## config.mk

```make
export PLATFORM = sky130hd
export DESIGN_NAME = vc_fifo_bank
export DESIGN_NICKNAME = d
export VERILOG_FILES = /design/src/rtl/vc_fifo_bank.sv
export SDC_FILE = /design/constraint.sdc
export NUM_CORES = 1
export LEC_CHECK = 0
export CORE_AREA = 2 2 88 90
export CTS_BUF_LIST = sky130_fd_sc_hd__clkbuf_2 sky130_fd_sc_hd__clkbuf_4 sky130_fd_sc_hd__clkbuf_8
export DETAILED_ROUTE_END_ITERATION = 7
export DIE_AREA = 0 0 90 92
export PLACE_DENSITY = 0.69
export SYNTH_ARGS = -nofsm -noshare
export SYNTH_HDL_FRONTEND = slang
export SYNTH_SLANG_ARGS = --single-unit
```

## constraint.sdc

```tcl
create_clock -name clk -period 6.7 [get_ports clk]
set_clock_uncertainty 0.15 [all_clocks]
set_input_delay 1.34 -clock clk [delete_from_list [all_inputs] [get_ports clk]]
set_output_delay 1.34 -clock clk [all_outputs]
set_load 0.02 [all_outputs]
```

## src/rtl/vc_fifo_bank.sv

```systemverilog
// Two-VC FIFO bank: words steered by data_in[4] into independent circular FIFOs.
// Optional macro VC_ALMOST_FULL_EN lowers the full threshold to DEPTH-1.
module vc_fifo_bank #(
    parameter int unsigned WIDTH = 6,
    parameter int unsigned DEPTH = 4
) (
    input  logic             clk,
    input  logic             reset_L,
    input  logic             push,
    input  logic [WIDTH-1:0] data_in,
    input  logic             vc0_pop,
    input  logic             vc1_pop,
    output logic [WIDTH-1:0] vc0_data,
    output logic [WIDTH-1:0] vc1_data,
    output logic             vc0_valid,
    output logic             vc1_valid,
    output logic             vc0_full,
    output logic             vc1_full,
    output logic             vc0_empty,
    output logic             vc1_empty,
    output logic             error
);

    localparam int unsigned PtrW = $clog2(DEPTH);
    localparam logic [PtrW:0] FullCnt = (PtrW + 1)'(DEPTH);
`ifdef VC_ALMOST_FULL_EN
    // One slot of slack absorbs a push already in flight from the pop stage.
    localparam logic [PtrW:0] FullThr = (PtrW + 1)'(DEPTH - 1);
`else
    localparam logic [PtrW:0] FullThr = FullCnt;
`endif

    logic [1:0]       pop_req;
    logic [1:0]       push_req;
    logic [1:0]       overflow;
    logic [1:0]       underflow;
    logic [1:0]       valid;
    logic [1:0]       full;
    logic [1:0]       empty;
    logic [WIDTH-1:0] rd_data [2];
    logic             error_q;

    assign pop_req  = {vc1_pop, vc0_pop};
    assign push_req = {push & data_in[4], push & ~data_in[4]};

    for (genvar v = 0; v < 2; v++) begin : g_vc
        logic [WIDTH-1:0] mem_q [DEPTH];
        logic [PtrW-1:0]  wptr_q;
        logic [PtrW-1:0]  rptr_q;
        logic [PtrW:0]    count_q;
        logic [WIDTH-1:0] data_q;
        logic             valid_q;
        logic             do_push;
        logic             do_pop;

        // Both decisions use the registered count, so a same-cycle push never feeds a pop.
        assign do_push      = push_req[v] && (count_q != FullCnt);
        assign do_pop       = pop_req[v] && (count_q != '0);
        assign overflow[v]  = push_req[v] && (count_q == FullCnt);
        assign underflow[v] = pop_req[v] && (count_q == '0);

        always_ff @(posedge clk) begin
            if (!reset_L) begin
                wptr_q  <= '0;
                rptr_q  <= '0;
                count_q <= '0;
                data_q  <= '0;
                valid_q <= 1'b0;
            end else begin
                valid_q <= do_pop;
                if (do_push) begin
                    mem_q[wptr_q] <= data_in;
                    wptr_q        <= wptr_q + 1'b1;
                end
                if (do_pop) begin
                    data_q <= mem_q[rptr_q];
                    rptr_q <= rptr_q + 1'b1;
                end
                case ({do_push, do_pop})
                    2'b10:   count_q <= count_q + 1'b1;
                    2'b01:   count_q <= count_q - 1'b1;
                    default: count_q <= count_q;
                endcase
            end
        end

        assign rd_data[v] = data_q;
        assign valid[v]   = valid_q;
        assign full[v]    = (count_q >= FullThr);
        assign empty[v]   = (count_q == '0);
    end

    always_ff @(posedge clk) begin
        if (!reset_L) begin
            error_q <= 1'b0;
        end else if ((|overflow) || (|underflow)) begin
            error_q <= 1'b1;
        end
    end

    assign vc0_data  = rd_data[0];
    assign vc1_data  = rd_data[1];
    assign vc0_valid = valid[0];
    assign vc1_valid = valid[1];
    assign vc0_full  = full[0];
    assign vc1_full  = full[1];
    assign vc0_empty = empty[0];
    assign vc1_empty = empty[1];
    assign error     = error_q;

endmodule

```

==> qor.csv <==
metric,value,unit
final_gp_congestion,0.742,
syn-cell-area,0.00319,mm2
synth.ff_latch_count,77,
setup-violations-final,0,
drc,0,
timing.max_cap.violations,0,
synthMuxAreaShare,8.48,%
worst_setup_path_start_kind,input pin,
r2r-end,g_vc[1].count_q[2],
route.detailed.vias_per_inst,5.05,
fillCellCount,676,
cts_tree,done,
drtAntennaViolNets,0,
synthDistinctLibCells,35,
grt_first_pass_wirelength,9400,um
number_of_i_o_port_buffers,29,
worst_hold_path_ep,vc1_data[1],
routedWlPerCell,15.9,um
cts-resized-gates,0,
clk_latency,340,ps
cp.required,6810,ps
final_period_utilization,53.2,%
holdPathStages,2,
timing_worst_slew_pin_value,824,ps
antenna_cells,0,
numCtsBuffers,9,
dp.final_hpwl,3840,um
achievable-frequency,280,MHz
power.leakage,1.23,nW
post-place-ws,2800,ps
totalWireLength,5620,um
finalMaxSlewViolations,0,
avgSynthCellArea,14.3,um2
post_cts_hold_buffer_count,0,
global_route.usage.total,15.0,%
yosys.area_share.simple,8.37,%
layout-drive-gt1-share,12.7,%
maxSlewHeadroom,44.9,%
critPathMaxFanout,13,
synth_top_family_by_area,multiplexers,
origin_of_the_worst_min_delay_path,vc1_data[1],
hold_violations,0,
power-per-cell-area,351,mW/mm2
post_synth_inst_count,223,
finalCriticalPeriod,3570,ps
starting_density_of_the_core,42.8,%
first_global_vias,1895,
yosys.area_share.adder,5.18,%
cts.path.max_buffers,2,
grt_overflow,0,
criticalPathCategory,in2reg,
clock_tree.htree_level_count,3,
drt-pass1-iter-count,4,
num_io_pins,30,
postSynthNetCount,246,
areaGrowthSynthToFinish,16.1,%
finalNetCount,270,
cp-end-kind,register,
timing.final.ws_setup,3130,ps
chipWidth,90,um
synth_seq_area_share,63.5,%
die_h,92,um
finalSetupTns,0,ps
clk_transition_reported_paths,70,ps
drt_iter0_markers,84,
dr_total_vias,1788,
r2r_cells,9,
floorplan.rows,32,
synth_top_flop_cell,sky130_fd_sc_hd__edfxtp_1,
async_reset_ff_share,0,%
timing.critical_path.arrival,3680,ps
largest_net_degree_at_the_start_of_global_routing,25,
cts_sinks,77,
yosys_warnings,0,
rsz_0062_raised_after_global_routing,no,
synth-edff-count,48,
mostFrequentLayoutCells,"48 x sky130_fd_sc_hd__edfxtp_1, 29 x sky130_fd_sc_hd__dfxtp_1, 29 x sky130_fd_sc_hd__clkdlybuf4s50_1",
min-delay-path-class,reg2reg,
area_of_the_core,0.00745,mm2
post_synthesis_compound_gate_area_fraction,7.58,%
clock-root-buffer,sky130_fd_sc_hd__clkbuf_8,
die_area,0.00828,mm2
vdd_ir_drop_max,0.000136,V
outcome,"finished, final reports clean",
antenna_found_initial,0,
reg2reg_slack,4170,ps
cts_setup_buffers,0,
synthXorXnorAreaFrac,2.20,%
reg_to_reg_critical_path_startpoint,g_vc[1].count_q[2],
worst_setup_path_startpoint,data_in[4],
layout_commonest_cell,sky130_fd_sc_hd__edfxtp_1,
[routing by layer]
metal | global-route usage, % | up-vias | wire length (um) | part of all wire, %
met5 | 0 | - | 0 | 0
met4 | 7.69 | 0 | 83 | 1.5
met3 | 3.04 | 6 | 171 | 3.0
met2 | 25.7 | 36 | 2940 | 52
met1 | 17.9 | 885 | 2420 | 43
li1 | - | 861 | - | -
[cells in the mapped netlist (all sizes together), types with 5 or more instances]
master	n	share of area, %
a21oi	8	1.3
and3	8	1.6
o2bb2ai	12	3.5
o21ai	6	0.94
nor2	12	1.4
buf	11	2.6
dfxtp	29	18
edfxtp	48	45
clkbuf	5	0.59
nand2	13	1.5
mux4	12	8.5
ha	10	3.9
xor2	6	1.6
inv	13	1.5
[registers in the layout, summed over array words and instances, names as in the netlist]
register and cells:
g_vc.mem_q 48, g_vc.count_q 6, vc0_data 6, g_vc.wptr_q 4, vc0_valid 1, error 1
vc1_data 6, vc1_valid 1, g_vc.rptr_q 4
[stage by stage]
| stage | hold slack [ps] | power [mW] | cells | util (%) | instance area [um2] |
|---|---|---|---|---|---|
| global route | 328 | 1.37 | 354 | 49.6 | 3700 |
| detailed placement | 304 | 0.975 | 338 | 47.0 | 3500 |
| CTS | 314 | 1.31 | 354 | 49.6 | 3700 |
| finish | 310 | 1.30 | 354 | 49.6 | 3700 |
| floorplan | 334 | 0.871 | 223 | - | 3190 |
| global placement | 296 | 0.963 | 338 | 47.0 | 3500 |
[logic make-up (layout without fill, tap and decap cells)]
family,after synthesis,count (layout)
flops,77,77
mux,12,12
fa+ha+maj,12,12
xor+xnor,8,8
compound gates,33,33
simple gates,52,52
buf+inv,29,58
[power by group]
group	internal (mW)	leakage (nW)	switching, mW	total [mW]
combinational	0.177	0.467	0.162	0.339
sequential	0.554	0.670	0.0663	0.620
clock	0.175	0.0957	0.165	0.340
total	0.906	1.23	0.393	1.30
[worst max-delay path, stage by stage]
cell and delay (ps):
sky130_fd_sc_hd__clkdlybuf4s50_1 740, sky130_fd_sc_hd__nand2b_1 200, sky130_fd_sc_hd__nor2_1 90, sky130_fd_sc_hd__inv_1 80
sky130_fd_sc_hd__ha_1 180, sky130_fd_sc_hd__inv_1 60, sky130_fd_sc_hd__fa_1 380, sky130_fd_sc_hd__xor2_1 160
sky130_fd_sc_hd__or3_1 300, sky130_fd_sc_hd__a21oi_1 140
[area by class of cell]
| class | count | area [um2] | area share [%] |
|---|---|---|---|
| clock buffers | 10 | 131 | 3.55 |
| clock inverters | 6 | 63.8 | 1.73 |
| inverters | 13 | 48.8 | 1.32 |
| multi-input cells | 117 | 1010 | 27.4 |
| flip-flops and latches | 77 | 2020 | 54.7 |
| well taps | 102 | 128 | 3.45 |
| repair buffers | 29 | 290 | 7.85 |
[worst max path at each step]
stage	to	slack, ps	cells past startpoint
after CTS	g_vc[0].count_q[2]	3140	10
after detailed placement	g_vc[0].count_q[2]	2800	10
after global routing	g_vc[0].count_q[2]	2940	10
final	g_vc[0].count_q[2]	3130	10
after global placement	g_vc[0].count_q[2]	2850	10
after floorplan	g_vc[0].count_q[2]	3740	8
Note: power is estimated with default switching activity, not from simulation.
==> RTL change 1: new RTL, same settings <==
Build with the macro `VC_ALMOST_FULL_EN` defined.
--- a/src/rtl/vc_fifo_bank.sv
+++ b/src/rtl/vc_fifo_bank.sv
@@ -1,5 +1,7 @@
 // Two-VC FIFO bank: words steered by data_in[4] into independent circular FIFOs.
 // Optional macro VC_ALMOST_FULL_EN lowers the full threshold to DEPTH-1.
+`define VC_ALMOST_FULL_EN
+
 module vc_fifo_bank #(
     parameter int unsigned WIDTH = 6,
     parameter int unsigned DEPTH = 4
Behaviour: not the same (a bounded check fails within 4 cycles, from zero or initial values and one cycle with reset_L low).
==> RTL change 1 against the original RTL <==
Hold slack about the same. Total power increased by 3.1%. Final area increased by 0.85%. Cell count increased by 0.56%. Worst setup slack improved by 16 ps. Sequential cell count unchanged. Synthesized area increased by 0.75%. Wire length decreased by 4.8%. Critical endpoint unchanged. Largest cell class unchanged.
==> RTL change 1: results (changes against the original RTL) <==
Finish:
- The number of filler cells placed in the layout is 663 (-1.9%).
- The total area of multi-input combinational cells is 0.00103 mm² (+1.2%).
- The ratio of cells with drive above 1 in the final layout was 12.6% (-0.10 points).
- The portion of the layout cell area used by non-clock buffers was 7.79% (-0.066 points).
- The area taken by flip-flops and latches is 0.00202 mm² (unchanged).
- The layout clock buffer count came to 9 (-1).
- The final-stage net count is 272 (+0.74%).
- The multi-input logic cell count is 119 (+1.7%).
- The clock-cell share of area is 5.74% (+0.46 points).

Pwr:
- The combinational cell power was 0.346 mW (+2%).
- The worst voltage drop across the vdd grid came to 0.000166 V (+22%).
- The net switching share of the total power came to 29.5% (-0.71 points).
- The leakage power came to 1.26 nW (+2.3%).
- The power of the clock network came to 0.373 mW (+9.7%).

Yosys:
- The number of nets produced by synthesis is 247 (+0.41%).
- The area fraction in compound gates after synthesis is 7.84% (+0.26 points).
- The async set-reset flop share out of synthesis is 0% (unchanged).
- The share of the synthesized netlist area taken by xor and xnor gates was 2.18% (-0.016 points).
- The count of cell types in the netlist is 35 (unchanged).
- The main flop type after synthesis is sky130_fd_sc_hd__edfxtp_1.
- The adder and majority cell fraction of the synthesized area is 5.15% (-0.038 points).
- The top-area cell type share of the netlist area is 44.9% (-0.34 points).
- The portion of the post-synthesis area used by sequential elements is 63.0% (-0.47 points).
- The post-synthesis mux area share is 8.42% (-0.063 points).
- Sorting the synthesized cells by area gives the leading types as sky130_fd_sc_hd__edfxtp_1 (45%), sky130_fd_sc_hd__dfxtp_1 (18%), sky130_fd_sc_hd__mux4_2 (8.4%), sky130_fd_sc_hd__ha_1 (3.9%), sky130_fd_sc_hd__o2bb2ai_1 (3.3%).

Clocking:
- The clock-pin slew reported for the worst setup and hold paths after clock tree synthesis is 70 ps (about the same).

Routing:
- The iteration-0 DRC count of the detailed router is 82 (-2.4%).
- The met3 routed wirelength is 228 µm (+33%).
- The total vias in the final route is 1,767 (-1.2%).
- The sum of met2 wire segment lengths after detailed routing came to 2530 µm (-14%).
- The routed wire length per instance is 15.0 µm (-5.4%).
- The met1 wire length is 2500 µm (+3.2%).

Worst setup path:
- The biggest fanout along the worst timing path is 13 (unchanged).
- The slack of the worst reg-to-reg path is 4130 ps (-40 ps).
- In this run the worst setup path terminates at g_vc[0].count_q[2].
- The data arrival time of the critical path came to 3670 ps (about the same).
- The startpoint of the most critical setup path is data_in[4].
- The capture point of the worst reg-to-reg path is g_vc[1].count_q[2].

Place:
- The half-perimeter wire length of the detailed placement result is 3620 µm (-5.7%).
- The final estimated routing congestion in global placement is 0.690 (-7.0%).

Hold path:
- The worst min-delay path startpoint is vc0_data[0].
- The worst min-delay path class is reg2reg.

STA:
- The worst-margin pin slew is 794 ps (-30.4 ps).

Global route:
- The total routing resource utilization after global routing was 13.8% (-1.2 points).
- The met1 usage in global routing was 18.0% (+0.070 points).
- The met3 track utilization from global routing came to 2.55% (-0.49 points).
- The met2 layer usage reported by global route is 21.9% (-3.8 points).
- The wire length of the first global-routing pass came to 8630 µm (-8.2%).

Run status:
- The run finished with clean final reports.
[RTL change 1: per-stage QoR]
step	area [µm²]	worst slack (ps)	std cells	hold slack [ps]	power [mW]
after CTS	3730	3140	356	315	1.36
after floorplan	3210	3750	224	334	0.883
after global placement	3510	2900	340	302	0.975
after global routing	3730	2990	356	326	1.41
after detailed placement	3510	2770	340	305	0.981
final	3730	3150	356	310	1.34
[RTL change 1: worst reg2reg max path: cells and delay by family, from the launching register on]
family	cells	cell delay, ps
AO/OA/AOI/OAI	1	130
XOR/XNOR	1	160
adder cells (fa/ha/maj)	2	560
buffers and inverters	2	150
flip-flops	1	440
AND/OR/NAND/NOR	3	900
[RTL change 1: how the worst min path moves through the flow]
stage | to | slack (ps) | depth (start not counted)
2_1_floorplan | g_vc[0].wptr_q[0] | 330 | 2
3_3_place_gp | vc1_data[2] | 300 | 2
3_5_place_dp | vc0_data[0] | 310 | 2
4_1_cts | vc0_data[0] | 320 | 2
5_1_grt | vc1_data[5] | 330 | 2
6_report | vc0_data[0] | 310 | 2
==> RTL change 2: new RTL, same settings <==
Made on the original files. Register the output `error` once more; this adds one clock of latency there. The other outputs are not delayed to match.
--- a/src/rtl/vc_fifo_bank.sv
+++ b/src/rtl/vc_fifo_bank.sv
@@ -106,7 +106,9 @@
     assign vc1_full  = full[1];
     assign vc0_empty = empty[0];
     assign vc1_empty = empty[1];
-    assign error     = error_q;
+    always_ff @(posedge clk) begin
+        error <= error_q;
+    end
 
 endmodule
 
Formal check against the unedited RTL: not equivalent (a bounded check fails within 4 cycles, from zero or initial values and one cycle with reset_L low).
==> RTL change 2 against the original RTL <==
Wire length fell by 9.9%. Synthesized area is 0.63% higher. Sequential cell count grew 1. Critical path depth is the same. Hold slack worse by 100 ps. Largest power group unchanged. Final area increased by 1.9%. Via count is 2.6% lower. Worst setup slack improved by 71 ps. Non-clock buffer count did not move. Total power is 6.0% higher. Synthesized cell count is 0.45% higher. Maximum frequency up 2.0%. Sequential share of layout area is 0.49 points lower.
==> RTL change 2: results (changes against the original RTL) <==
Yosys:
- The number of nets produced by synthesis is 247 (+0.41%).
- The adder and majority cell fraction of the synthesized area is 5.15% (-0.032 points).
- The post-synthesis area per instance is 14.3 µm² (+0.18%).
- The share of the synthesized netlist area taken by xor and xnor gates is 2.19% (-0.014 points).
- By count the netlist is led by sky130_fd_sc_hd__edfxtp_1 (48), sky130_fd_sc_hd__dfxtp_1 (30), sky130_fd_sc_hd__inv_1 (13), sky130_fd_sc_hd__nand2_1 (13).
- The portion of the post-synthesis area used by sequential elements was 63.7% (+0.23 points).
- The post-synthesis mux area share was 8.43% (-0.053 points).
- The area fraction in compound gates after synthesis came to 7.53% (-0.047 points).
- In the post-synthesis netlist, the biggest area contributors are sky130_fd_sc_hd__edfxtp_1 (45%), sky130_fd_sc_hd__dfxtp_1 (19%), sky130_fd_sc_hd__mux4_2 (8.4%), sky130_fd_sc_hd__ha_1 (3.9%), sky130_fd_sc_hd__o2bb2ai_1 (3.0%).

Routing:
- The via count normalized by instance count is 4.90 (-2.9%).
- The iteration-0 DRC count of the detailed router is 48 (-43%).
- The routed wire length per instance is 14.3 µm (-10%).
- The met3 routed wirelength is 111 µm (-35%).
- The met1 wire length is 2250 µm (-6.9%).

Pwr:
- The switching power was 0.390 mW (-0.65%).
- The leakage power is 1.27 nW (+3.0%).

Place:
- The number of placed cells counting well taps was 339 (+0.30%).
- The post-placement cell area is 0.00352 mm² (+0.57%).
- The final estimated routing congestion in global placement is 0.771 (+4.0%).

STA:
- The time the worst path needs with I/O delays and setup came to 3490 ps (-71.4 ps).

Global route:
- The total routing resource utilization after global routing is 13.2% (-1.7 points).
- The met3 track utilization from global routing was 2.47% (-0.58 points).
- The met1 usage in global routing is 15.4% (-2.5 points).
- The met2 layer usage reported by global route is 22.4% (-3.3 points).

Run status:
- The run finished with clean final reports.

Finish:
- The number of standard cells in the final layout excluding fillers is 355 (+0.28%).
- The number of filler cells placed in the layout is 655 (-3.1%).
- The ratio of cells with drive above 1 in the final layout is 12.6% (-0.050 points).
- The final-stage net count was 271 (+0.37%).

Hold path:
- The worst hold path depth is 0 (-2).

Worst setup path:
- The slack of the worst reg-to-reg path was 4180 ps (about the same).
-- RTL change 2: cell types whose count changed after synthesis, sizes merged --
cell   unedited run  this run
dfxtp            29        30
-- RTL change 2: critical path, cell delays in order --
cell and delay (ps):
sky130_fd_sc_hd__clkdlybuf4s50_1 710, sky130_fd_sc_hd__nand2b_1 210, sky130_fd_sc_hd__nor2_1 90, sky130_fd_sc_hd__inv_1 80, sky130_fd_sc_hd__ha_1 170, sky130_fd_sc_hd__inv_1 60
sky130_fd_sc_hd__fa_1 370, sky130_fd_sc_hd__xor2_1 160, sky130_fd_sc_hd__or3_1 300, sky130_fd_sc_hd__a21oi_1 140
-- RTL change 2: area by class of cell --
type                    instances  area share, %
flip-flops and latches         78           54.2
multi-input cells             117           26.9
repair buffers                 29           7.71
well taps                     102           3.39
clock buffers                   9           3.29
clock inverters                 7           3.22
inverters                      13           1.30
-- RTL change 2: logic make-up (layout without fill, tap and decap cells) --
logic type / after synthesis / count (layout)
flops: 78 / 78
buf+inv: 29 / 58
compound gates: 33 / 33
mux: 12 / 12
fa+ha+maj: 12 / 12
simple gates: 52 / 52
xor+xnor: 8 / 8
-- RTL change 2: power by group through the flow --
stage	Combinational [mW]	Clock, mW	Sequential [mW]
6_report	0.331	0.419	0.627
5_1_grt	0.369	0.446	0.638
4_1_cts	0.336	0.429	0.629
3_5_place_dp	0.334	0	0.640
3_3_place_gp	0.328	0	0.638
2_1_floorplan	0.255	0	0.625
-- RTL change 2: metrics by stage --
step	util (%)	hold slack (ps)
2_1_floorplan	-	181
3_3_place_gp	47.3	191
3_5_place_dp	47.3	202
4_1_cts	50.6	211
5_1_grt	50.6	216
6_report	50.6	209
-- RTL change 2: worst min path at each step --
stage,endpoint,slack [ps]
floorplan,error,180
global placement,error,190
detailed placement,error,200
CTS,error,210
global route,error,220
finish,error,210
